$ cat config.mk
export PLATFORM = sky130hd
export DESIGN_NAME = instr_fetch_unit_flat
export DESIGN_NICKNAME = d
export VERILOG_FILES = /design/src/rtl/instr_fetch_unit_pkg.sv /design/src/rtl/instr_fetch_unit_if.sv /design/src/rtl/instr_fetch_unit_ack_timer.sv /design/src/rtl/instr_fetch_unit.sv /design/src/flat_wrapper.sv
export SDC_FILE = /design/constraint.sdc
export NUM_CORES = 1
export LEC_CHECK = 0
export ABC_AREA = 0
export CAP_MARGIN = 25
export CORE_MARGIN = 2
export CORE_UTILIZATION = 42
export CTS_CLUSTER_DIAMETER = 100
export CTS_CLUSTER_SIZE = 20
export DETAILED_ROUTE_END_ITERATION = 10
export GPL_ROUTABILITY_DRIVEN = 0
export PLACE_DENSITY_LB_ADDON = 0.12
export SETUP_SLACK_MARGIN = 0.1
export SYNTH_ARGS = -nofsm -noshare
export SYNTH_HDL_FRONTEND = slang
export SYNTH_SLANG_ARGS = --single-unit
$ cat constraint.sdc
create_clock -name CLK -period 4.4 [get_ports CLK]
set_clock_uncertainty 0.1 [all_clocks]
set_input_delay 0.44 -clock CLK [delete_from_list [all_inputs] [get_ports CLK]]
set_output_delay 0.44 -clock CLK [all_outputs]
set_load 0.005 [all_outputs]
$ cat src/rtl/instr_fetch_unit_pkg.sv
// Shared types and constants for the instruction fetch unit.
package fetch_pkg;

  typedef enum logic [1:0] {
    IDLE,
    HI,
    LO,
    VALID
  } fetch_state_t;

  localparam int DEFAULT_ACK_TIMEOUT = 15;

  localparam logic [7:0] ADDR_INC_BYTE = 8'd1;
  localparam logic [7:0] ADDR_INC_WORD = 8'd2;

endpackage

$ cat src/rtl/instr_fetch_unit_if.sv
// Byte-wide instruction memory req/ack bus between the fetch unit and memory.
interface instr_fetch_unit_if;

  logic       MEM_REQ;
  logic [7:0] MEM_ADDR;
  logic       MEM_ACK;
  logic [7:0] MEM_DATA;

  modport master (
    output MEM_REQ,
    output MEM_ADDR,
    input  MEM_ACK,
    input  MEM_DATA
  );

  modport slave (
    input  MEM_REQ,
    input  MEM_ADDR,
    output MEM_ACK,
    output MEM_DATA
  );

endinterface

$ cat src/rtl/instr_fetch_unit_ack_timer.sv
// Counts unacknowledged request cycles; expired flags the cycle that is the
// ACK_TIMEOUT-th unacked one, so the abort lands on the edge ending it.
module fetch_ack_timer
  import fetch_pkg::*;
#(
  parameter int ACK_TIMEOUT = DEFAULT_ACK_TIMEOUT
) (
  input  logic CLK,
  input  logic RESET,
  input  logic clear,
  input  logic enable,
  output logic expired
);

  logic [7:0] count;

  always_ff @(posedge CLK) begin
    if (RESET) begin
      count <= '0;
    end else if (clear) begin
      count <= '0;
    end else if (enable) begin
      count <= count + 8'd1;
    end
  end

  assign expired = enable && (({1'b0, count} + 9'd1) == 9'(ACK_TIMEOUT));

endmodule

$ cat src/rtl/instr_fetch_unit.sv
// Fetches the 16-bit instruction at PC from byte-wide memory and flags it on EN_L.
// Optional one-word prefetch buffer enabled by defining FETCH_PREFETCH_EN.
module instr_fetch_unit
  import fetch_pkg::*;
#(
  parameter int ACK_TIMEOUT = DEFAULT_ACK_TIMEOUT
) (
  input  logic                      CLK,
  input  logic                      RESET,
  input  logic [7:0]                PC,
  output logic [15:0]               Iin,
  output logic                      EN_L,
  output logic                      ERR,
  instr_fetch_unit_if.master        mem
);

  fetch_state_t state, state_n;

  logic [7:0]  tag, tag_n;
  logic        tag_v, tag_v_n;
  logic [7:0]  req_base, req_base_n;
  logic [7:0]  hi_byte, hi_byte_n;
  logic [15:0] iin_q, iin_n;
  logic        err_q, err_n;

  logic        in_flight;
  logic        miss;
  logic        holding;
  logic        expired;

`ifdef FETCH_PREFETCH_EN
  logic        pf_active, pf_active_n;
  logic        pf_v, pf_v_n;
  logic [7:0]  pf_tag, pf_tag_n;
  logic [15:0] pf_word, pf_word_n;
  logic [7:0]  next_word;

  assign next_word = tag + ADDR_INC_WORD;
  // A prefetch in flight still holds the current word, so EN_L stays low.
  assign holding   = (state == VALID) || pf_active;
`else
  assign holding   = (state == VALID);
`endif

  assign in_flight = (state == HI) || (state == LO);
  assign miss      = !tag_v || (PC != tag);

  assign mem.MEM_REQ  = in_flight;
  assign mem.MEM_ADDR = (state == HI) ? req_base :
                        (state == LO) ? (req_base + ADDR_INC_BYTE) : 8'h00;

  assign EN_L = !(holding && tag_v && (PC == tag));
  assign Iin  = iin_q;
  assign ERR  = err_q;

  fetch_ack_timer #(
    .ACK_TIMEOUT(ACK_TIMEOUT)
  ) ack_timer (
    .CLK     (CLK),
    .RESET   (RESET),
    .clear   (!in_flight || mem.MEM_ACK),
    .enable  (in_flight && !mem.MEM_ACK),
    .expired (expired)
  );

  always_ff @(posedge CLK) begin
    if (RESET) begin
      state    <= IDLE;
      tag      <= '0;
      tag_v    <= 1'b0;
      req_base <= '0;
      hi_byte  <= '0;
      iin_q    <= '0;
      err_q    <= 1'b0;
    end else begin
      state    <= state_n;
      tag      <= tag_n;
      tag_v    <= tag_v_n;
      req_base <= req_base_n;
      hi_byte  <= hi_byte_n;
      iin_q    <= iin_n;
      err_q    <= err_n;
    end
  end

`ifdef FETCH_PREFETCH_EN
  always_ff @(posedge CLK) begin
    if (RESET) begin
      pf_active <= 1'b0;
      pf_v      <= 1'b0;
      pf_tag    <= '0;
      pf_word   <= '0;
    end else begin
      pf_active <= pf_active_n;
      pf_v      <= pf_v_n;
      pf_tag    <= pf_tag_n;
      pf_word   <= pf_word_n;
    end
  end
`endif

  always_comb begin
    state_n    = state;
    tag_n      = tag;
    tag_v_n    = tag_v;
    req_base_n = req_base;
    hi_byte_n  = hi_byte;
    iin_n      = iin_q;
    err_n      = err_q;
`ifdef FETCH_PREFETCH_EN
    pf_active_n = pf_active;
    pf_v_n      = pf_v;
    pf_tag_n    = pf_tag;
    pf_word_n   = pf_word;
`endif

    case (state)
      IDLE, VALID: begin
        if (!err_q && miss) begin
          tag_n   = PC;
          tag_v_n = 1'b1;
`ifdef FETCH_PREFETCH_EN
          if (pf_v && (PC == pf_tag)) begin
            iin_n   = pf_word;
            pf_v_n  = 1'b0;
            state_n = VALID;
          end else begin
            req_base_n = PC;
            state_n    = HI;
          end
`else
          req_base_n = PC;
          state_n    = HI;
`endif
        end
`ifdef FETCH_PREFETCH_EN
        else if ((state == VALID) && !(pf_v && (pf_tag == next_word))) begin
          req_base_n  = next_word;
          pf_active_n = 1'b1;
          pf_v_n      = 1'b0;
          state_n     = HI;
        end
`endif
      end

      HI, LO: begin
        if (expired) begin
          err_n   = 1'b1;
          tag_v_n = 1'b0;
          state_n = IDLE;
`ifdef FETCH_PREFETCH_EN
          pf_active_n = 1'b0;
          pf_v_n      = 1'b0;
`endif
        end else if (mem.MEM_ACK) begin
          // The byte in flight always completes; if PC moved it is dropped.
          if (miss) begin
            tag_n      = PC;
            tag_v_n    = 1'b1;
            req_base_n = PC;
            state_n    = HI;
`ifdef FETCH_PREFETCH_EN
            pf_active_n = 1'b0;
`endif
          end else if (state == HI) begin
            hi_byte_n = mem.MEM_DATA;
            state_n   = LO;
          end else begin
`ifdef FETCH_PREFETCH_EN
            if (pf_active) begin
              pf_word_n   = {hi_byte, mem.MEM_DATA};
              pf_tag_n    = req_base;
              pf_v_n      = 1'b1;
              pf_active_n = 1'b0;
            end else begin
              iin_n = {hi_byte, mem.MEM_DATA};
            end
`else
            iin_n = {hi_byte, mem.MEM_DATA};
`endif
            state_n = VALID;
          end
        end
      end

      default: state_n = IDLE;
    endcase
  end

endmodule

$ cat src/flat_wrapper.sv
// flat-port wrapper written by rule: the top's interface ports become plain ports
module instr_fetch_unit_flat import fetch_pkg::*;
#(
  parameter int ACK_TIMEOUT = DEFAULT_ACK_TIMEOUT
)
  (CLK, RESET, PC, Iin, EN_L, ERR, mem_MEM_REQ, mem_MEM_ADDR, mem_MEM_ACK, mem_MEM_DATA);
  instr_fetch_unit_if mem_i ();
  input  logic CLK;
  input  logic RESET;
  input  logic [7:0] PC;
  output logic [15:0] Iin;
  output logic EN_L;
  output logic ERR;
  output wire logic [$bits(mem_i.MEM_REQ)-1:0] mem_MEM_REQ;
  output wire logic [$bits(mem_i.MEM_ADDR)-1:0] mem_MEM_ADDR;
  input wire logic [$bits(mem_i.MEM_ACK)-1:0] mem_MEM_ACK;
  input wire logic [$bits(mem_i.MEM_DATA)-1:0] mem_MEM_DATA;
  assign mem_MEM_REQ = mem_i.MEM_REQ;
  assign mem_MEM_ADDR = mem_i.MEM_ADDR;
  assign mem_i.MEM_ACK = mem_MEM_ACK;
  assign mem_i.MEM_DATA = mem_MEM_DATA;
  instr_fetch_unit #(.ACK_TIMEOUT(ACK_TIMEOUT)) u_core (.CLK(CLK), .RESET(RESET), .PC(PC), .Iin(Iin), .EN_L(EN_L), .ERR(ERR), .mem(mem_i));
endmodule
## After elaboration in Yosys (flattened, before gate mapping)

Cells that the tools add are included.

- Register bits: 44
- Bits of input ports: 19
- Logic and storage cells: 66

- Add/subtract/negate cells: 3
- Equality and inequality tests: 12
- Muxes and demuxes: 18
- Bitwise operators: 3
- Reductions and logical operators: 23

Operator list:

| operator | count |
|---|---|
| 8-bit two-way mux | 6 |
| 8-bit by 1-bit adder with 8-bit output, second input constant | 2 |
| 8-bit one-hot mux with 2 select lines | 1 |
| 5-bit AND reduction | 2 |
| 8-bit by 1-bit adder with 9-bit output, second input constant | 1 |
| 9-bit by 4-bit == test with 1-bit output, second input constant | 1 |
| 8-bit == test | 1 |
| 2-bit two-way mux | 4 |
| 8-bit inequality test | 1 |
| 2-bit OR reduction | 3 |
| 1-bit logical AND | 5 |
| 1-bit logical NOT | 5 |
| 1-bit two-way mux | 5 |
| 2-bit == test, second input constant | 2 |
| 2-bit by 1-bit inequality test with 1-bit output, second input constant | 2 |
| 2-bit inequality test, second input constant | 2 |
| 2-bit one-hot mux with 2 select lines | 1 |
| 2-bit AND reduction | 2 |
| 4-bit AND reduction | 1 |
| 1-bit logical OR | 3 |
| 3-bit by 2-bit inequality test with 1-bit output, second input constant | 1 |
| 3-bit inequality test, second input constant | 1 |
| 1-bit inverter | 3 |
| 3-bit AND reduction | 1 |
| 3 further kinds | 3 |

## Depth between registers and ports, before layout

Gate-level depths: netlist of the first run.

- Word-level depth: 6
- Depth in mapped cells: 9
- Mapped depth without buffers: 7

## Cells and area by module

Synthesis of the first run repeated with hierarchy kept, for this count alone.

- Cell total of the unflattened synthesis: 291
- Area, all modules: 2573.7 µm²

By module, submodules not included:

| module | times used | cells each | area an instance (µm²) | seq. area each (µm²) |
|---|---|---|---|---|
| instr_fetch_unit | 1 | 243 | 2152.1 | 720.7 |
| fetch_ack_timer | 1 | 48 | 421.7 | 160.2 |

## Worst setup path after synthesis of the first run

Ideal clock, no wire load.

- Kind: in2reg
- Start point: in PC[5]
- End point: reg u_core.iin_q[0], in the netlist u_core.Iin[0]
- Setup time: 128 ps
- Arrival: 1666 ps
- Required time: 4172 ps
- Path slack: 2507 ps
- Stages on the path: 8
- Cells stage by stage: xnor2_1 -> nand3_2 -> nor3_4 -> and3b_1 -> buf_6 -> buf_12 -> mux2i_1 -> nor2_1

- Word-level cells in the longest chain between the ends: 4

RTL lines:

| item | RTL line | RTL |
|---|---|---|
| start: declaration | flat_wrapper.sv:10 | `input logic [7:0] PC;` |
| 8-bit inequality test | instr_fetch_unit.sv:46 | `assign miss = !tag_v \|\| (PC != tag);` |
| 1-bit logical OR | instr_fetch_unit.sv:46 |  |
| 1-bit inverter (no source line) | -- |  |
| 5-bit AND reduction (no source line) | -- |  |
| end signal: assignment | instr_fetch_unit.sv:81 | `iin_q <= iin_n;` |
| end: declaration | instr_fetch_unit.sv:23 | `logic [15:0] iin_q, iin_n;` |

Every way passes these cells.
A chain may end at the register's enable or synchronous reset.

## Final worst setup path of the first run

- Start point: reg u_core.state[1]
- End point: out mem_MEM_ADDR[7]

- Word-level cells in the longest chain between the ends: 3
- Elaborated cells on any way between the ends: 4

RTL lines:

| item | RTL line | RTL |
|---|---|---|
| start: declaration | instr_fetch_unit.sv:17 | `fetch_state_t state, state_n;` |
| start signal: assignment | instr_fetch_unit.sv:76 | `state <= state_n;` |
| 2-bit == test | instr_fetch_unit.sv:50 | `(state == LO) ? (req_base + ADDR_INC_BYTE) : 8'h00;` |
| 8-bit two-way mux | instr_fetch_unit.sv:50 |  |
| 8-bit two-way mux * | instr_fetch_unit.sv:49 | `assign mem.MEM_ADDR = (state == HI) ? req_base :` |
| end: declaration | flat_wrapper.sv:15 | `output wire logic [$bits(mem_i.MEM_ADDR)-1:0] mem_MEM_ADDR;` |

Every way passes the cells marked *; elsewhere a longest branch is shown, timed or not.

==> reports/metrics.yaml, run 1 <==
status: "complete, no violations"
synth_nets: 252
die_h_um: 75.0
grt_pass1_vias: 1480
final_nets: 295
initial_core_util: 0.442
seq_area_frac_synth: 0.416
final_cell_mix: "clkdlybuf4s50_1 (45), nor2_1 (44), dfxtp_1 (44)"
avgRoutedWirePerCell_um: 12.0
dieWidth_um: 75.0
p_leak_nw: 1.04
diodes: 0
coreArea_mm2: 0.00479
setup_viol: 0
clkSinkCount: 44
yosys_most_used_dff: "dfxtp_1"
cap_violations: 0
synthTopCellsByArea: "dfxtp_1 (42%), mux2i_1 (15%), nor2_1 (7.8%), xnor2_1 (4.1%), ha_1 (3.5%)"
tightest_slew_ns: 0.934
cpMaxStageDelayCell: "clkdlybuf4s50_1"
drcViolationCount: 0
critical_path.cell_chain: "inv_1 -> ha_1 -> and4b_1 -> nand3_1 -> xor2_1 -> nor2_1 -> clkdlybuf4s50_1"
cts_tree: "built"
rows: 25
wl_um: 4070
clkTransAtPathRegs_ns: 0.09
dieArea_mm2: 0.00562
synthArstFlopShare: 0
worstHoldPathType: "reg -> reg"
power.density_mw_per_mm2: 302
synthesis.area_mm2: 0.00212
cts.htree.levels: 2
grt_max_degree: 38
antenna_found_initial: 0
cts_buffer_depth: 2
dr.pass1.iters: 4
hold_buffers: 0
max_slew_margin: 0.377
synth_cell_type_count: 38
crit_type: "reg -> out"
cts_resized: 0
clockRootBuffer: "clkbuf_8"
post_cts_buffers: 0
viasPerCell: 4.86
instances_no_fill: 338
final_core_util: 0.565
grt_pass1_wl_um: 6470
max_freq_ghz: 0.356
placed_cells: 330
final_common_cell: "clkdlybuf4s50_1"
crit_required_ns: 3.86
fillers: 437
port_buffers: 45
worstSetupStartpointType: "register"
vias: 1644
slowest_delay_ns: 0.50
overflow: 0
syn_to_final_growth_pct: 27.8
min_period_over_period: 0.639
arrival_ns: 2.27
place_ws_ns: 1.42
hpwl_um: 2900
slew_viol_final: 0
synth_area_leader_cell: "dfxtp_1"
syn_area_per_cell_um2: 9.32
fin_ws_ns: 1.59
grt_setup_unrepaired: "no"
worstSkewPairLatency_ns: 0.29
ys_seq_elements: 44
drt_iter0_markers: 46
fin_crit_ns: 2.81
ys_warn_count: 0
ant_nets: 0
peakVddDrop_mv: 0.206
synth_top_area_share: 0.416
synth_edf_count: 0
io_pins: 46
whs_ns: 0.398
netlist_instances: 227
final_layout_size_suffix_gt1_frac: 0.0627
critPathMaxFanout: 13
track_usage: 0.150
end_kind: "output port"
numCtsBuffers: 5
report.final.hold_viol_count: 0
setup-tns-final_ns: 0
worst max-delay path: cells and delay by family (launching register included):
family / cells / cell delay (ns)
adder cells (fa/ha/maj): 1 / 0.32
XOR/XNOR: 1 / 0.16
AND/OR/NAND/NOR: 3 / 0.55
buffers and inverters: 2 / 0.56
flip-flops: 1 / 0.38
layout make-up:
type / count / area [um^2] / share of cell area
Clock inverter: 3 / 47.5 / 0.0176
Multi-Input combinational cell: 168 / 1150 / 0.424
Timing Repair Buffer: 46 / 458 / 0.169
Inverter: 5 / 18.8 / 0.00694
Clock buffer: 5 / 68.8 / 0.0255
Sequential cell: 44 / 881 / 0.326
Tap cell: 67 / 83.8 / 0.0310
state kept, by name, summed over array words and instances, names as in the netlist:
name / count
u_core.ack_timer.count: 8
u_core.state: 2
u_core.tag: 8
u_core.ERR: 1
u_core.tag_v: 1
u_core.hi_byte: 8
u_core.Iin: 16
logic make-up (layout without fill, tap and decap cells):
logic type	count (synthesis)	after routing	synth area share
XOR/XNOR	17	17	0.0775
multiplexers	32	32	0.151
AND/OR/NAND/NOR	90	90	0.207
buffers and inverters	15	59	0.0420
adder cells (fa/ha/maj)	6	6	0.0355
flip-flops	44	44	0.416
AO/OA/AOI/OAI	23	23	0.0704
worst paths after layout:
path / startpoint / to / slack (ns) / cells past startpoint
hold reg to reg: u_core.Iin[13]$_SDFFE_PP0P_ / u_core.Iin[13]$_SDFFE_PP0P_ / 0.40 / 2
setup / recovery: u_core.state[1]$_SDFFE_PP0P_ / mem_MEM_ADDR[7] / 1.59 / 7
hold / removal: u_core.Iin[13]$_SDFFE_PP0P_ / u_core.Iin[13]$_SDFFE_PP0P_ / 0.40 / 2
setup reg to reg: u_core.tag[4]$_SDFFE_PP0P_ / u_core.Iin[12]$_SDFFE_PP0P_ / 1.91 / 6
report_power, final:
| part | leakage (nW) | total, mW | switching [mW] | internal (mW) |
|---|---|---|---|---|
| combinational | 0.627 | 0.0834 | 0.0364 | 0.0470 |
| clock | 0.0583 | 0.314 | 0.143 | 0.171 |
| sequential | 0.357 | 0.418 | 0.0122 | 0.406 |
synth_stat cells, types with 2 or more instances:
cell	count
a21o_1	2
o21ai_0	7
clkbuf_1	6
nor3_1	4
nand3_2	2
xnor2_2	2
buf_6	2
nand3_1	7
xnor2_1	10
dfxtp_1	44
nand2b_1	5
nor2b_1	3
nand2_1	11
a21oi_1	5
xor2_1	5
and3_1	3
nor2_1	44
mux2i_1	32
nand4_1	4
or3_1	2
inv_1	5
ha_1	6
routing by layer:
| layer | vias up | wire (um) | GRT usage |
|---|---|---|---|
| li1 | 860 | - | - |
| met1 | 737 | 1930 | 0.191 |
| met2 | 39 | 1820 | 0.239 |
| met3 | 8 | 238 | 0.0442 |
| met4 | 0 | 83 | 0.0615 |
| met5 | - | 0 | 0 |
per-stage QoR:
| step | area (um^2) | power, mW |
|---|---|---|
| after floorplan | 2120 | 0.476 |
| after global placement | 2590 | 0.512 |
| after detailed placement | 2590 | 0.512 |
| after CTS | 2700 | 0.828 |
| after global routing | 2700 | 0.853 |
| final | 2700 | 0.815 |
Power figures use the tool's default switching activity.
==> run 2: changes to the inputs <==
==> constraint.sdc (replaced) <==
create_clock -name CLK -period 2.8 [get_ports CLK]
set_clock_uncertainty 0.1 [all_clocks]
set_input_delay 0.28 -clock CLK [delete_from_list [all_inputs] [get_ports CLK]]
set_output_delay 0.28 -clock CLK [all_outputs]
set_load 0.005 [all_outputs]
==> reports/metrics.yaml, run 2 (same netlist as run 1, synthesis figures left out) <==
critical_path.cell_chain: "inv_1 -> ha_1 -> and4b_1 -> nand3_1 -> xor2_1 -> nor2_1 -> clkdlybuf4s50_1"
whs_endpoint: "u_core.ack_timer.count[0]$_SDFFE_PP0P_"
track_usage: 0.154
worstReg2RegEnd: "u_core.tag[3]$_SDFFE_PP0P_"
largest_reg_flops: 16
hold_buffers: 0
viasPerCell: 4.84
power.density_mw_per_mm2: 477
initial_core_util: 0.442
dr.pass1.iters: 4
hp-start: "u_core.ack_timer.count[0]$_SDFFE_PP0P_"
wl_um: 3970
diodes: 0
tightest_slew_ns: 0.507
cts_buffer_depth: 2
setup-tns-final_ns: 0
coreArea_mm2: 0.00479
worstHoldPathType: "reg -> reg"
peakVddDrop_mv: 0.325
setup_viol: 0
crit_required_ns: 2.42
worstHoldPathCells: 1
antenna_found_initial: 0
port_buffers: 45
grt_setup_unrepaired: "no"
whs_ns: 0.393
max_freq_ghz: 0.409
io_pins: 46
clkSinkCount: 44
arrival_ns: 2.06
grt_max_degree: 37
cts_resized: 0
drcViolationCount: 0
grt_pass1_vias: 1524
worstSetupStartpointType: "register"
crit_type: "reg -> out"
final_layout_size_suffix_gt1_frac: 0.0696
numCtsBuffers: 5
overflow: 0
critPathMaxFanout: 4
placed_cells: 332
grt_pass1_wl_um: 6610
post_cts_buffers: 0
ant_nets: 0
r2r-start: "u_core.state[0]$_SDFFE_PP0P_"
vias: 1644
hpwl_um: 2870
status: "complete, no violations"
cpMaxStageDelayCell: "clkdlybuf4s50_1"
fin_ws_ns: 0.358
r2r_slack_ns: 0.68
cp.buffers_inverters: 2
syn_to_final_growth_pct: 28.7
end_kind: "output port"
fin_crit_ns: 2.44
worstSkewPairLatency_ns: 0.29
r2r_cells: 7
final_common_cell: "clkdlybuf4s50_1"
min_period_over_period: 0.872
place_ws_ns: 0.414
cts_tree: "built"
final_nets: 297
clkTransAtPathRegs_ns: 0.08
dieArea_mm2: 0.00562
rows: 25
dieWidth_um: 75.0
slowest_delay_ns: 0.50
report.final.hold_viol_count: 0
clockRootBuffer: "clkbuf_8"
slew_viol_final: 0
die_h_um: 75.0
drt_iter0_markers: 34
p_leak_nw: 1.06
fillers: 463
avgRoutedWirePerCell_um: 11.7
cts.htree.levels: 2
max_slew_margin: 0.662
cap_violations: 0
critPathTopFamily: "buffers and inverters"
instances_no_fill: 340
final_cell_mix: "clkdlybuf4s50_1 (45), nor2_1 (44), dfxtp_1 (44)"
-- run 2: cell types whose count changed in the layout (fill, tap and decap cells not counted), sizes merged --
cell	previous run	this run
buf	1	3
clkbuf	5	6
clkinv	2	1
-- run 2: worst register-to-register path, stage by stage, from the launching register on --
cell and delay (ns):
dfxtp_1 0.39, inv_1 0.06, ha_1 0.34, nor2b_1 0.31, o21bai_1 0.19, nand2b_1 0.31
mux2i_1 0.25, nor2_1 0.05
-- run 2: cell type report --
| type | count | area [um^2] | share of cell area |
|---|---|---|---|
| Tap cell | 67 | 83.8 | 0.0308 |
| Clock inverter | 2 | 38.8 | 0.0142 |
| Inverter | 5 | 18.8 | 0.00689 |
| Multi-Input combinational cell | 168 | 1150 | 0.421 |
| Clock buffer | 6 | 82.6 | 0.0303 |
| Timing Repair Buffer | 48 | 473 | 0.174 |
| Sequential cell | 44 | 881 | 0.323 |
-- run 2: per-stage QoR --
stage	cell area, um^2	total power [mW]	utilization
floorplan	2120	0.748	-
global placement	2600	0.807	0.544
detailed placement	2600	0.806	0.544
CTS	2720	1.32	0.569
global route	2720	1.36	0.569
finish	2720	1.30	0.569
-- run 2: worst max-delay path by stage --
stage                                       startpoint                          to  cells past startpoint
after detailed placement                         PC[5]  u_core.tag[3]$_SDFFE_PP0P_                      7
final                     u_core.state[1]$_SDFFE_PP0P_             mem_MEM_ADDR[7]                      7
after floorplan           u_core.state[0]$_SDFFE_PP0P_  u_core.Iin[0]$_SDFFE_PP0P_                      8
after global routing        u_core.tag[1]$_SDFFE_PP0P_             mem_MEM_ADDR[4]                      6
after global placement                           PC[5]  u_core.tag[0]$_SDFFE_PP0P_                      7
after CTS                 u_core.state[1]$_SDFFE_PP0P_             mem_MEM_ADDR[7]                      7
-- run 2: metal layers --
layer,track usage,vias up,routed length (um)
li1,-,862,-
met1,0.188,742,1810
met2,0.250,36,1840
met3,0.0495,4,295
met4,0.0655,0,32
met5,0,-,0
-- run 2: power breakdown --
| part | switching [mW] | internal (mW) |
|---|---|---|
| clock network | 0.219 | 0.292 |
| logic | 0.0569 | 0.0750 |
| registers | 0.0191 | 0.638 |
| total | 0.295 | 1.00 |
==> run 3: changes to the inputs <==
--- a/config.mk
+++ b/config.mk
@@ -13,6 +13,7 @@
 export CTS_CLUSTER_SIZE = 20
 export DETAILED_ROUTE_END_ITERATION = 10
 export GPL_ROUTABILITY_DRIVEN = 0
+export GPL_TIMING_DRIVEN = 0
 export PLACE_DENSITY_LB_ADDON = 0.12
 export SETUP_SLACK_MARGIN = 0.1
 export SYNTH_ARGS = -nofsm -noshare
==> reports/metrics.yaml, run 3 (same netlist as run 1, synthesis figures left out) <==
coreArea_mm2: 0.00479
placed_cells: 338
clkSinkCount: 44
drcViolationCount: 0
grt_pass1_vias: 1544
fin_crit_ns: 2.50
critPathTopFamily: "buffers and inverters"
slowest_delay_ns: 0.53
ant_nets: 0
cp.buffers_inverters: 3
antenna_found_initial: 0
cts.htree.levels: 2
worstHoldPathType: "in -> reg"
final_nets: 303
setup-tns-final_ns: 0
fillers: 451
cap_violations: 0
final_cell_mix: "nor2_1 (44), clkdlybuf4s50_1 (44), dfxtp_1 (44)"
vias: 1675
port_buffers: 44
worstSetupStartpointType: "register"
report.final.hold_viol_count: 0
clkTransAtPathRegs_ns: 0.08
max_slew_margin: 0.683
dr.pass1.iters: 4
io_pins: 46
avgRoutedWirePerCell_um: 12.2
cpMaxStageDelayCell: "clkdlybuf4s50_1"
final_layout_size_suffix_gt1_frac: 0.0717
peakVddDrop_mv: 0.257
crit_required_ns: 2.42
setup_viol: 0
instances_no_fill: 346
dieArea_mm2: 0.00562
post_cts_buffers: 0
die_h_um: 75.0
hpwl_um: 3150
track_usage: 0.165
power.density_mw_per_mm2: 437
worstSkewPairLatency_ns: 0.29
grt_pass1_wl_um: 7130
diodes: 0
status: "complete, no violations"
wl_um: 4210
crit_type: "reg -> out"
cts_tree: "built"
dieWidth_um: 75.0
max_freq_ghz: 0.401
r2r_slack_ns: 0.68
largest_reg_flops: 16
arrival_ns: 2.12
min_period_over_period: 0.892
end_kind: "output port"
hold_buffers: 0
syn_to_final_growth_pct: 29.2
cts_buffer_depth: 2
grt_setup_unrepaired: "no"
initial_core_util: 0.442
numCtsBuffers: 5
cts_resized: 0
drt_iter0_markers: 50
clockRootBuffer: "clkbuf_8"
slew_viol_final: 0
critPathMaxFanout: 10
critical_path.cell_chain: "inv_1 -> ha_1 -> clkbuf_1 -> nand2b_1 -> o31ai_1 -> clkdlybuf4s50_1"
grt_max_degree: 14
p_leak_nw: 1.06
viasPerCell: 4.84
tightest_slew_ns: 0.475
rows: 25
overflow: 0
==> run 3: cell count changes in the layout (fill, tap and decap cells not counted) <==
cell             change
buf_4                -3
bufinv_16            -1
clkinv_4             -1
clkinv_2             +2
buf_12               +1
buf_2                +1
clkdlybuf4s50_1      -1
buf_6                +2
clkbuf_1             +6
==> run 3: final timing paths <==
kind         depth (start not counted)                                endpoint                              startpoint
max                                  6                         mem_MEM_ADDR[6]            u_core.state[1]$_SDFFE_PP0P_
min                                  2              u_core.Iin[6]$_SDFFE_PP0P_                                   RESET
max reg2reg                          8             u_core.Iin[12]$_SDFFE_PP0P_              u_core.tag[2]$_SDFFE_PP0P_
min reg2reg                          1  u_core.ack_timer.count[0]$_SDFFE_PP0P_  u_core.ack_timer.count[0]$_SDFFE_PP0P_
==> run 3: cell type report <==
cell class              count  area, um^2  share of cell area
inverters                   5        18.8             0.00687
clock buffers               6        82.6              0.0302
multi-input cells         168        1150               0.419
flip-flops and latches     44         881               0.322
well taps                  67        83.8              0.0307
plain buffers              10        70.1              0.0256
clock inverters             2        10.0             0.00366
repair buffers             44         440               0.161
==> run 3: report_power, final <==
part | switching, mW | internal [mW]
registers | 0.0171 | 0.638
clock network | 0.203 | 0.197
logic | 0.0624 | 0.0763
==> run 3: layer usage <==
layer | vias up | GRT usage | share of wire
li1 | 874 | - | -
met1 | 752 | 0.212 | 0.46
met2 | 45 | 0.267 | 0.46
met3 | 4 | 0.0576 | 0.066
met4 | 0 | 0.0417 | 0.0097
met5 | - | 0 | 0
==> run 3: worst reg2reg max path: cells and delay by family (launching register included) <==
family	cells	cell delay (ns)
multiplexers	1	0.19
AND/OR/NAND/NOR	4	0.75
XOR/XNOR	1	0.17
flip-flops	1	0.47
buffers and inverters	2	0.32
==> run 3: through the flow <==
| stage | worst slack (ns) | util | total power, mW | hold slack [ns] | area, um^2 |
|---|---|---|---|---|---|
| 6_report | 0.304 | 0.571 | 1.19 | 0.252 | 2730 |
| 5_1_grt | 0.101 | 0.571 | 1.26 | 0.281 | 2730 |
| 4_1_cts | 0.275 | 0.571 | 1.22 | 0.263 | 2730 |
| 3_5_place_dp | 0.346 | 0.552 | 0.811 | 0.376 | 2640 |
| 3_3_place_gp | 0.370 | 0.552 | 0.808 | 0.370 | 2640 |
| 2_1_floorplan | 0.917 | - | 0.748 | 0.324 | 2120 |
